File: config.mk
export PLATFORM = sky130hd
export DESIGN_NAME = vga_pixel_pipe
export DESIGN_NICKNAME = d
export VERILOG_FILES = /design/src/rtl/vga_pixel_pipe.sv
export SDC_FILE = /design/constraint.sdc
export NUM_CORES = 1
export LEC_CHECK = 0
export BUFFER_PORTS_ARGS = -buffer_cell sky130_fd_sc_hd__buf_2
export CORE_MARGIN = 4
export CORE_UTILIZATION = 35
export DETAILED_ROUTE_END_ITERATION = 8
export GPL_ROUTABILITY_DRIVEN = 1
export PLACE_DENSITY = 0.6
export SLEW_MARGIN = 20
export SYNTH_ARGS = -nofsm -noshare
export SYNTH_HDL_FRONTEND = slang
export SYNTH_SLANG_ARGS = --single-unit
export TNS_END_PERCENT = 5
File: constraint.sdc
create_clock -name clk -period 2.3 [get_ports clk]
set_clock_uncertainty 0.1 [all_clocks]
set_input_delay 0.23 -clock clk [delete_from_list [all_inputs] [get_ports clk]]
set_output_delay 0.23 -clock clk [all_outputs]
set_load 0.005 [all_outputs]
File: src/rtl/vga_pixel_pipe.sv
// rtl/vga_pixel_pipe.sv - VGA timing generator with latency-aligned framebuffer read pipeline
module vga_pixel_pipe #(
    parameter int PIX_W   = 3,
    parameter int H_VIS   = 640,
    parameter int H_FP    = 16,
    parameter int H_SYNC  = 96,
    parameter int H_BP    = 48,
    parameter int V_VIS   = 480,
    parameter int V_FP    = 10,
    parameter int V_SYNC  = 2,
    parameter int V_BP    = 33,
    parameter bit HS_POL  = 1'b0,
    parameter bit VS_POL  = 1'b0,
    parameter int CLK_DIV = 2,
    parameter int RD_LAT  = 1,
    parameter int SCALE   = 0
) (
    input  logic             clk,
    input  logic             rst,
    input  logic             en,
    output logic             fb_rd,
    output logic [10:0]      fb_x,
    output logic [10:0]      fb_y,
    input  logic [PIX_W-1:0] fb_pixel,
    output logic [PIX_W-1:0] pixel,
    output logic             hsync_out,
    output logic             vsync_out,
    output logic             de,
    output logic             frame_start
);

    localparam int H_TOT = H_VIS + H_FP + H_SYNC + H_BP;
    localparam int V_TOT = V_VIS + V_FP + V_SYNC + V_BP;

    // Counters are 11 bits wide, so totals beyond 2048 cannot be represented.
    generate
        if (H_TOT > 2048 || V_TOT > 2048 || CLK_DIV < 1 || RD_LAT < 1) begin : g_bad_params
            $error("vga_pixel_pipe: H_TOT/V_TOT must be <= 2048, CLK_DIV and RD_LAT >= 1");
        end
    endgenerate

    localparam int DIV_W = (CLK_DIV > 1) ? $clog2(CLK_DIV) : 1;
    localparam logic [DIV_W-1:0] DIV_LAST = DIV_W'(CLK_DIV - 1);

    // 12-bit boundaries so a boundary of exactly 2048 still compares correctly.
    localparam logic [11:0] H_VIS_C = 12'(H_VIS);
    localparam logic [11:0] H_SS    = 12'(H_VIS + H_FP);
    localparam logic [11:0] H_SE    = 12'(H_VIS + H_FP + H_SYNC);
    localparam logic [11:0] V_VIS_C = 12'(V_VIS);
    localparam logic [11:0] V_SS    = 12'(V_VIS + V_FP);
    localparam logic [11:0] V_SE    = 12'(V_VIS + V_FP + V_SYNC);
    localparam logic [10:0] H_LAST  = 11'(H_TOT - 1);
    localparam logic [10:0] V_LAST  = 11'(V_TOT - 1);

    logic             running;
    logic [DIV_W-1:0] div;
    logic [10:0]      h;
    logic [10:0]      v;
    logic             tick;
    logic             vis;
    logic             hs_act;
    logic             vs_act;
    logic             at_wrap;

    // Delay line entry: {tick, vis, hs_act, vs_act}
    logic [3:0]       dl [RD_LAT];
    logic             dl_busy;
    logic             d_tick;
    logic             d_vis;
    logic             d_hs;
    logic             d_vs;

    assign tick    = running && (div == DIV_LAST);
    assign vis     = ({1'b0, h} < H_VIS_C) && ({1'b0, v} < V_VIS_C);
    assign hs_act  = ({1'b0, h} >= H_SS) && ({1'b0, h} < H_SE);
    assign vs_act  = ({1'b0, v} >= V_SS) && ({1'b0, v} < V_SE);
    assign at_wrap = (h == H_LAST) && (v == V_LAST);

    // Read request is issued in the tick cycle itself; address follows the counters.
    assign fb_rd       = tick && vis;
    assign fb_x        = h >> SCALE;
    assign fb_y        = v >> SCALE;
    assign frame_start = tick && (h == 11'd0) && (v == 11'd0);

    // Run control and pixel-tick divider; stopping only happens at the frame wrap.
    always_ff @(posedge clk or negedge rst) begin
        if (!rst) begin
            running <= 1'b0;
            div     <= '0;
        end else if (!running) begin
            div <= '0;
            if (en) begin
                running <= 1'b1;
            end
        end else begin
            div <= tick ? '0 : div + 1'b1;
            if (tick && at_wrap && !en) begin
                running <= 1'b0;
            end
        end
    end

    // Horizontal/vertical position counters, advanced once per pixel tick.
    always_ff @(posedge clk or negedge rst) begin
        if (!rst) begin
            h <= '0;
            v <= '0;
        end else if (tick) begin
            if (h == H_LAST) begin
                h <= '0;
                v <= (v == V_LAST) ? 11'd0 : v + 11'd1;
            end else begin
                h <= h + 11'd1;
            end
        end
    end

    // Shift timing flags alongside the framebuffer read latency.
    always_ff @(posedge clk or negedge rst) begin
        if (!rst) begin
            for (int i = 0; i < RD_LAT; i++) begin
                dl[i] <= 4'b0000;
            end
        end else begin
            dl[0] <= {tick, vis, hs_act, vs_act};
            for (int i = 1; i < RD_LAT; i++) begin
                dl[i] <= dl[i-1];
            end
        end
    end

    // Any tick still in flight keeps outputs live after the generator stops.
    always_comb begin
        dl_busy = 1'b0;
        for (int i = 0; i < RD_LAT; i++) begin
            dl_busy = dl_busy | dl[i][3];
        end
    end

    assign d_tick = dl[RD_LAT-1][3];
    assign d_vis  = dl[RD_LAT-1][2];
    assign d_hs   = dl[RD_LAT-1][1];
    assign d_vs   = dl[RD_LAT-1][0];

    // Registered outputs: update on delayed tick, return to idle once stopped and drained.
    always_ff @(posedge clk or negedge rst) begin
        if (!rst) begin
            pixel     <= '0;
            de        <= 1'b0;
            hsync_out <= ~HS_POL;
            vsync_out <= ~VS_POL;
        end else if (d_tick) begin
            pixel     <= d_vis ? fb_pixel : '0;
            de        <= d_vis;
            hsync_out <= d_hs ? HS_POL : ~HS_POL;
            vsync_out <= d_vs ? VS_POL : ~VS_POL;
        end else if (!running && !dl_busy) begin
            pixel     <= '0;
            de        <= 1'b0;
            hsync_out <= ~HS_POL;
            vsync_out <= ~VS_POL;
        end
    end

endmodule
After elaboration in Yosys (flattened, before gate mapping)
Index checks and enable logic that the tools add are counted.
{ "word_totals": {"ff_bits": 34, "wordCells": 55, "in_bits": 6} }
{ "classes": {"eq_ne": 2, "order_cmp": 6, "n_reduce_logical": 18, "addsub": 3, "mux": 17} }
{ "op_table": {"columns": ["operator", "n"], "rows": [
  ["adder 11 x 1 -> 11 bit (second input constant)", 2],
  ["== test 11 x 10 -> 1 bit (second input constant)", 2],
  ["zero test 11 bit", 2],
  ["less-than comparator 11 x 10 -> 1 bit (second input constant)", 2],
  ["less-than comparator 11 x 9 -> 1 bit (second input constant)", 2],
  ["2-to-1 mux 11 bit", 2],
  ["2-to-1 mux 1 bit", 12],
  ["greater-or-equal comparator 11 x 10 -> 1 bit (second input constant)", 1],
  ["greater-or-equal comparator 11 x 9 -> 1 bit (second input constant)", 1],
  ["logical AND 1 bit", 11],
  ["2-to-1 mux 3 bit", 3],
  ["zero test 1 bit", 3],
  ["AND reduction 2 bit", 1],
  ["nonzero test 2 bit", 1],
  ["adder 1 bit (second input constant)", 1]
]} }

Depth between registers and ports, before layout
Gate-level depths: netlist of the first run.
{ "logic_depth": {"ltp_word": 6, "mapped_depth": 6, "mapped_depth_nobuf": 5} }

Worst setup path after synthesis of the first run
OpenSTA, ideal clock, no wires.
{ "synth_path": {"kind": "register to register", "start": "register h[0], in the netlist fb_x[0]", "end": "register v[4], in the netlist fb_y[4]", "arrival_ps": 1941, "slack_ps": 193, "stages_incl_launch_ff": 6, "n_path_buf": 0, "required_ps": 2134, "cell_sequence": "dfrtp_1 > ha_1 > nand3_1 > or4_4 > or4b_1 > nand2_1"} }
{ "synth_via": {"elab_chain_len": 2} }
{ "synth_rtl": {"columns": ["item", "line_no", "source"], "rows": [
  ["start: declaration", "57", "logic [10:0] h;"],
  ["start signal: assignment", "113", "h <= h + 11'd1;"],
  ["== test 11 x 10 -> 1 bit", "109", "if (h == H_LAST) begin"],
  ["AND reduction 2 bit (no source line)", null, null],
  ["end signal: assignment", "111", "v <= (v == V_LAST) ? 11'd0 : v + 11'd1;"],
  ["end: declaration", "58", "logic [10:0] v;"]
]} }
No other way between the ends.
A chain may end at the register's enable or synchronous reset.

Worst setup path after layout of the first run
{ "layout_path": {"start": "register h[0], in the netlist fb_x[0]", "end": "output port frame_start"} }
{ "layout_via": {"elab_chain_len": 3} }
{ "layout_rtl": {"columns": ["item", "line_no", "source"], "rows": [
  ["zero test 11 bit", "83", "assign frame_start = tick && (h == 11'd0) && (v == 11'd0);"],
  ["logical AND 1 bit (2 in series)", "83", null],
  ["end: declaration", "29", "output logic frame_start"]
]} }
No other way between the ends.

==> metrics.cfg, run 1 <==
[run_status]
status = complete, no violations

[clock_network]
cts_buffer_depth = 2
h-tree-depth = 2
worst_skew_pair.late_latency_ps = 280
cts_num_sinks = 34
cts_tree = yes
postCtsSetupBuffers = 0
clk_pin_slew_worst_paths_ps = 70
numCtsBuffers = 5
cts_root_buf = clkbuf_8

[pwr]
p_comb_frac = 0.192
switching_share = 0.2889
power_frac_clock = 0.336
p_leak_nw = 1.008
power_frac_seq = 0.473
p_int_w = 0.001125
ir_drop_uv = 336.7
p_sw_w = 0.0004570
power_per_cell_area_nw_per_um2 = 765.4

[sta]
fmax_ghz = 0.4621
fin_setup_tns_ps = 0
tightest_slew_ps = 753.7
rsz0062_at_grt = false
final_max_slew_viol_count = 0
min_period_ps = 2164
post-route-period-util = 0.9408
setup_violations = 0
timing.max_slew.rel_slack = 0.4975
hold_viol = 0

[floorplanning]
die_w_um = 76.75
row_count = 24
ios = 36
core_area_sq_um = 4474
die_area_sq_um = 5890
dieHeight_um = 76.75
start_util = 0.3697

[logic_synthesis]
yosys_most_used_dff = dfrtp_1
synth_top_area_cell = dfrtp_1
yosysMostFrequentCell = dfrtp_1
ys_seq_area_frac = 0.5159
synth_fp_nets = 170
synth_area_per_cell_sq_um = 10.34
synthCells = 160
ys_types = 35
synth_area_leaders = dfrtp_1, xnor2_1, dfstp_2
synth_edf_count = 0
async_flop_share = 1.000
ys_ff_latch = 34
synth_top_area_share = 0.4841
syn_area_sq_um = 1654
synthTopCellsByCount = dfrtp_1, nand2_1, nor2_1
yosys_warnings = 0

[routing]
dr_total_vias = 1379
drtIter0Drc = 102
viasPerCell = 5.284
drc = 0
wl_per_cell_um = 14.67
ant_nets = 0
drt-total-wl_mm = 3.829
first_pass_iters = 4

[final_layout]
area_growth_pct = 24.96
seqCellArea_sq_um = 853.3
final_net_count = 218
stdcell_count = 261
fillCellCount = 443
drive_gt1_frac = 0.2775
antennaDiodeCount = 0
fin_area_sq_um = 2067
multi_input_area_sq_um = 768.2

[setup_path]
r2r-start = fb_x[7]$_DFFE_PN0P_
worstPathMaxFanout = 7
worst_ep_arrival_time_ps = 1830
worst-path-buf-inv = 2
crit_start = fb_x[0]$_DFFE_PN0P_
crit_family = simple AND/OR/NAND/NOR gates
crit_path_top_delay_cell = dfrtp_1
worstPathRequired_ps = 1970
crit_chain = inv_1 > ha_1 > nor4b_1 > nand3_1 > nor4_2 > buf_2
critPathKind = flop to output port
worstSetupEndpointType = output port
worst_setup_path_start_kind = flop
max_stage_delay_ps = 450

[min_path]
worstHoldStart = en
hold_path_class = primary input to flop

[placement]
dp_cells = 252
numPortBuffers = 35
dpl_cell_area_sq_um = 1942
dp_hpwl_mm = 2.811
globalplace.congestion = 0.8149

[global_route]
grt_max_degree = 35
grt-ovfl-total = 0
antenna_found_initial = 0
grt_pass1_wl_mm = 6.699
grt_pass1_vias = 1337
grt_util_all_layers = 0.1434

[run]
maxCapViolCount = 0

==> final timing paths <==
| check | cells past startpoint | endpoint | slack [ps] |
|---|---|---|---|
| min reg2reg | 1 | vsync_out$_DFFE_PN1P_ | 280 |
| max | 6 | frame_start | 140 |
| max in group asynchronous | 2 | fb_x[10]$_DFFE_PN0P_ | 1160 |
| min in group asynchronous | 2 | fb_x[2]$_DFFE_PN0P_ | 450 |
| max reg2reg | 4 | fb_y[4]$_DFFE_PN0P_ | 200 |
| min | 2 | running$_DFF_PN0_ | 50 |
==> cells in the final DEF (no fill, tap or decap), types with 2 or more instances in the layout <==
cell type and instances:
ha_1 4, or4b_1 2, nand2b_1 3, a22o_1 2
nand2_1 13, buf_2 35, clkinv_2 2, nor3_1 4
nand4b_1 2, nor2_1 13, dfrtp_1 32, buf_4 8
nor4_1 6, a21oi_1 4, xor2_1 4, o31ai_1 2
a31oi_1 4, o21ai_0 8, nand3_1 8, dfstp_2 2
xnor2_1 8, nand3b_1 2, nand4_1 7, clkbuf_8 5
and3_1 4, nor2b_1 3, inv_1 7, a32o_1 3
==> routing by layer <==
| layer | GRT usage | part of all wire |
|---|---|---|
| met1 | 0.1929 | 0.48 |
| met3 | 0.03630 | 0.047 |
| met2 | 0.2160 | 0.46 |
| met5 | 0 | 0 |
| met4 | 0.06522 | 0.014 |
==> through the flow <==
stage,utilization,hold slack [ps],worst slack [ps],power [W]
after floorplan,-,-165.6,193.0,0.0009262
after global placement,0.4340,250.7,206.6,0.001057
after detailed placement,0.4340,247.7,143.9,0.001061
after CTS,0.4606,52.27,50.41,0.001604
after global routing,0.4620,53.01,52.31,0.001683
final,0.4620,47.21,136.1,0.001582
==> power by group through the flow <==
stage	Combinational, W	Clock (W)	Sequential (W)
floorplan	0.000179	0	0.000747
detailed placement	0.000305	0	0.000757
global placement	0.000299	0	0.000759
global route	0.000342	0.000579	0.000762
CTS	0.000305	0.000551	0.000748
finish	0.000303	0.000531	0.000748
==> logic make-up (layout without fill, tap and decap cells) <==
group | count (synthesis) | count (layout) | synth area share
AO/OA/AOI/OAI | 24 | 24 | 0.09380
XOR/XNOR | 12 | 12 | 0.06354
adder cells (fa/ha/maj) | 4 | 4 | 0.03026
multiplexers | 1 | 1 | 0.006807
flip-flops | 34 | 34 | 0.5159
AND/OR/NAND/NOR | 75 | 75 | 0.2663
buffers and inverters | 10 | 59 | 0.02345
==> registers in the layout, summed over array words and instances, names as in the netlist <==
signal     cells
pixel          3
div            1
fb_x          11
dl             4
hsync_out      1
fb_y          11
running        1
de             1
vsync_out      1
==> final cells by class <==
| type | count | share of cell area |
|---|---|---|
| Sequential cell | 34 | 0.4128 |
| Multi-Input combinational cell | 116 | 0.3717 |
| Timing Repair Buffer | 44 | 0.1186 |
| Clock buffer | 5 | 0.03329 |
| Tap cell | 52 | 0.03148 |
| Clock inverter | 3 | 0.01937 |
| Inverter | 7 | 0.01271 |
==> timing repair <==
action / in CTS / in global routing
setup endpoints to repair: 0 / 2
hold buffers: 1 / 0
resized for setup: 0 / 1
hold endpoints to repair: 32 / 0
Note: power is estimated with default switching activity, not from simulation.
==> run 2: changes to the inputs <==
--- a/config.mk
+++ b/config.mk
@@ -8,6 +8,8 @@
 export BUFFER_PORTS_ARGS = -buffer_cell sky130_fd_sc_hd__buf_2
 export CORE_MARGIN = 4
 export CORE_UTILIZATION = 35
+export CTS_CLUSTER_DIAMETER = 150
+export CTS_CLUSTER_SIZE = 10
 export DETAILED_ROUTE_END_ITERATION = 8
 export GPL_ROUTABILITY_DRIVEN = 1
 export PLACE_DENSITY = 0.6
==> constraint.sdc (replaced) <==
create_clock -name clk -period 2.2 [get_ports clk]
set_clock_uncertainty 0.1 [all_clocks]
set_input_delay 0.22 -clock clk [delete_from_list [all_inputs] [get_ports clk]]
set_output_delay 0.22 -clock clk [all_outputs]
set_load 0.005 [all_outputs]
==> run 2 against run 1 <==
  * Hold slack worse by 39 ps
  * Cell count is 2.7% higher
  * Register-to-register slack lost 20 ps
  * Combinational power up 38%
  * Worst setup slack better by 27 ps
  * Total power increased by 3.8%
  * Critical endpoint unchanged
  * Largest cell class unchanged
  * Largest power group unchanged
==> metrics.cfg, run 2 (synthesized netlist as in run 1, its figures left out) <==
[setup_path]
worst_setup_path_start_kind = flop
worst-path-buf-inv = 3  ; +1
reg2reg_depth = 4  ; unchanged
crit_family = simple AND/OR/NAND/NOR gates
r2r_end = fb_y[4]$_DFFE_PN0P_
max_stage_delay_ps = 380  ; -70 ps
r2r-start = fb_x[4]$_DFFE_PN0P_
worstPathMaxFanout = 6  ; -1
cp.depth = 7  ; +1
crit_chain = buf_4 > inv_1 > ha_1 > nor4b_4 > nand3_1 > nor4_2 > buf_2
crit_end = frame_start
worstSetupEndpointType = output port
worstPathRequired_ps = 1880  ; -90 ps
r2r_slack_ps = 180  ; -20 ps
critPathKind = flop to output port
crit_path_top_delay_cell = dfrtp_1
worst_ep_arrival_time_ps = 1720  ; -110 ps
crit_start = fb_x[0]$_DFFE_PN0P_

[sta]
fmax_ghz = 0.4908
hold_viol = 0  ; unchanged
tightest_slew_ps = 747.2  ; -6.476 ps
rsz0062_at_grt = false
setup_violations = 0  ; unchanged
postLayoutSetupSlackWorst_ps = 162.7  ; +26.66 ps
hold_ws_ps = 8.030  ; -39.18 ps
min_period_ps = 2037
fin_setup_tns_ps = 0  ; unchanged
post-route-period-util = 0.9260
final_max_slew_viol_count = 0  ; unchanged
timing.max_slew.rel_slack = 0.5019  ; +0.004317

[min_path]
hold_path_class = primary input to flop

[pwr]
p_leak_nw = 1.038  ; +3.0%
power_per_cell_area_nw_per_um2 = 774.0  ; +1.1%
finalPower_w = 0.001641  ; +3.8%
power_frac_seq = 0.453  ; -0.020
power_frac_clock = 0.291  ; -0.045
p_comb_frac = 0.256  ; +0.064
ir_drop_uv = 340.0  ; +0.98%
switching_share = 0.3032  ; +0.01434
p_int_w = 0.001144  ; +1.7%
p_sw_w = 0.0004977  ; +8.9%

[routing]
first_pass_iters = 4  ; unchanged
dr_wl_met3_um = 173  ; -4.4%
wl_met1_mm = 1.813  ; -1.3%
drtIter0Drc = 53  ; -48%
drt-total-wl_mm = 3.862  ; +0.86%
viasPerCell = 5.149  ; -2.5%
wl_per_cell_um = 14.41  ; -1.8%
ant_nets = 0  ; unchanged
dr_total_vias = 1380  ; +0.073%
met2_length_mm = 1.807  ; +2.8%
top_layer = met4
drc = 0  ; unchanged

[global_route]
grt_pass1_wl_mm = 6.865  ; +2.5%
antenna_found_initial = 0  ; unchanged
grt_util_all_layers = 0.1476  ; +0.004212
grt_max_degree = 35  ; unchanged
grt-ovfl-total = 0  ; unchanged
grt_pass1_vias = 1391  ; +4.0%

[placement]
dp_hpwl_mm = 2.916  ; +3.8%
pre_cts_ws_ps = 187.2  ; +43.35 ps
globalplace.congestion = 0.7649  ; -6.1%
numPortBuffers = 35  ; unchanged

[final_layout]
antennaDiodeCount = 0  ; unchanged
area_growth_pct = 28.21
final_net_count = 225  ; +3.2%
layout_commonest_cell = buf_2
drive_gt1_frac = 0.3056  ; +0.02804
layout_common_cells = buf_2, dfrtp_1, buf_4

[floorplanning]
die_w_um = 76.75  ; unchanged
die_area_sq_um = 5890  ; unchanged
start_util = 0.3697  ; unchanged
row_count = 24  ; unchanged
ios = 36  ; unchanged
dieHeight_um = 76.75  ; unchanged
core_area_sq_um = 4474  ; unchanged

[clock_network]
worst_skew_pair.late_latency_ps = 290  ; about the same
cts_root_buf = clkbuf_8
h-tree-depth = 2  ; unchanged
numCtsBuffers = 5  ; unchanged
cts_tree = yes
clk_pin_slew_worst_paths_ps = 70  ; about the same
postCtsSetupBuffers = 0  ; unchanged
cts_num_sinks = 34  ; unchanged
cts_buffer_depth = 2  ; unchanged

[run_status]
status = complete, no violations

[run]
maxCapViolCount = 0  ; unchanged

## run 2: power groups by stage
stage	logic, W	clock network, W	registers [W]
finish	0.000419	0.000478	0.000744
global route	0.000468	0.000520	0.000756
CTS	0.000400	0.000500	0.000745
detailed placement	0.000399	0	0.000756
global placement	0.000395	0	0.000756
floorplan	0.000187	0	0.000781
## run 2: layout make-up
cell class,instances,area (sq um)
well taps,52,65.06
repair buffers,51,297.8
fillers,435,2354
inverters,7,26.28
clock buffers,6,82.58
clock inverters,2,12.51
multi-input cells,116,783.3
flip-flops and latches,34,853.3
## run 2: metal layers
metal	vias to the layer above	global-route usage
met2	29	0.2291
met3	7	0.03981
li1	693	-
met1	651	0.1948
met4	0	0.05978
met5	-	0
## run 2: metrics by stage
step | area [sq um] | std cells | util
3_5_place_dp | 1994 | 259 | 0.4457
5_1_grt | 2121 | 268 | 0.4740
6_report | 2121 | 268 | 0.4740
3_3_place_gp | 1994 | 259 | 0.4457
2_1_floorplan | 1654 | 160 | -
4_1_cts | 2100 | 268 | 0.4692
## run 2: worst register-to-register path, cell delays in order (launching register included)
cell	delay, ps
dfrtp_1	440
or3b_4	420
or4_4	430
or4b_1	500
nand2_1	70
## run 2: worst min path at each step
stage	startpoint	endpoint	slack [ps]	cells after the start
floorplan	rst	de$_DFFE_PN0P_	-180	0
global placement	rst	pixel[2]$_DFFE_PN0P_	240	1
detailed placement	rst	pixel[2]$_DFFE_PN0P_	240	1
CTS	en	running$_DFF_PN0_	2	2
global route	en	running$_DFF_PN0_	10	2
finish	en	running$_DFF_PN0_	8	2
## run 2: repair_timing
action                                  4_1_cts  5_1_grt
hold buffers                                  1        0
gates resized for setup                       0        3
endpoints found under the setup margin        0        1
endpoints found under the hold margin        32        0
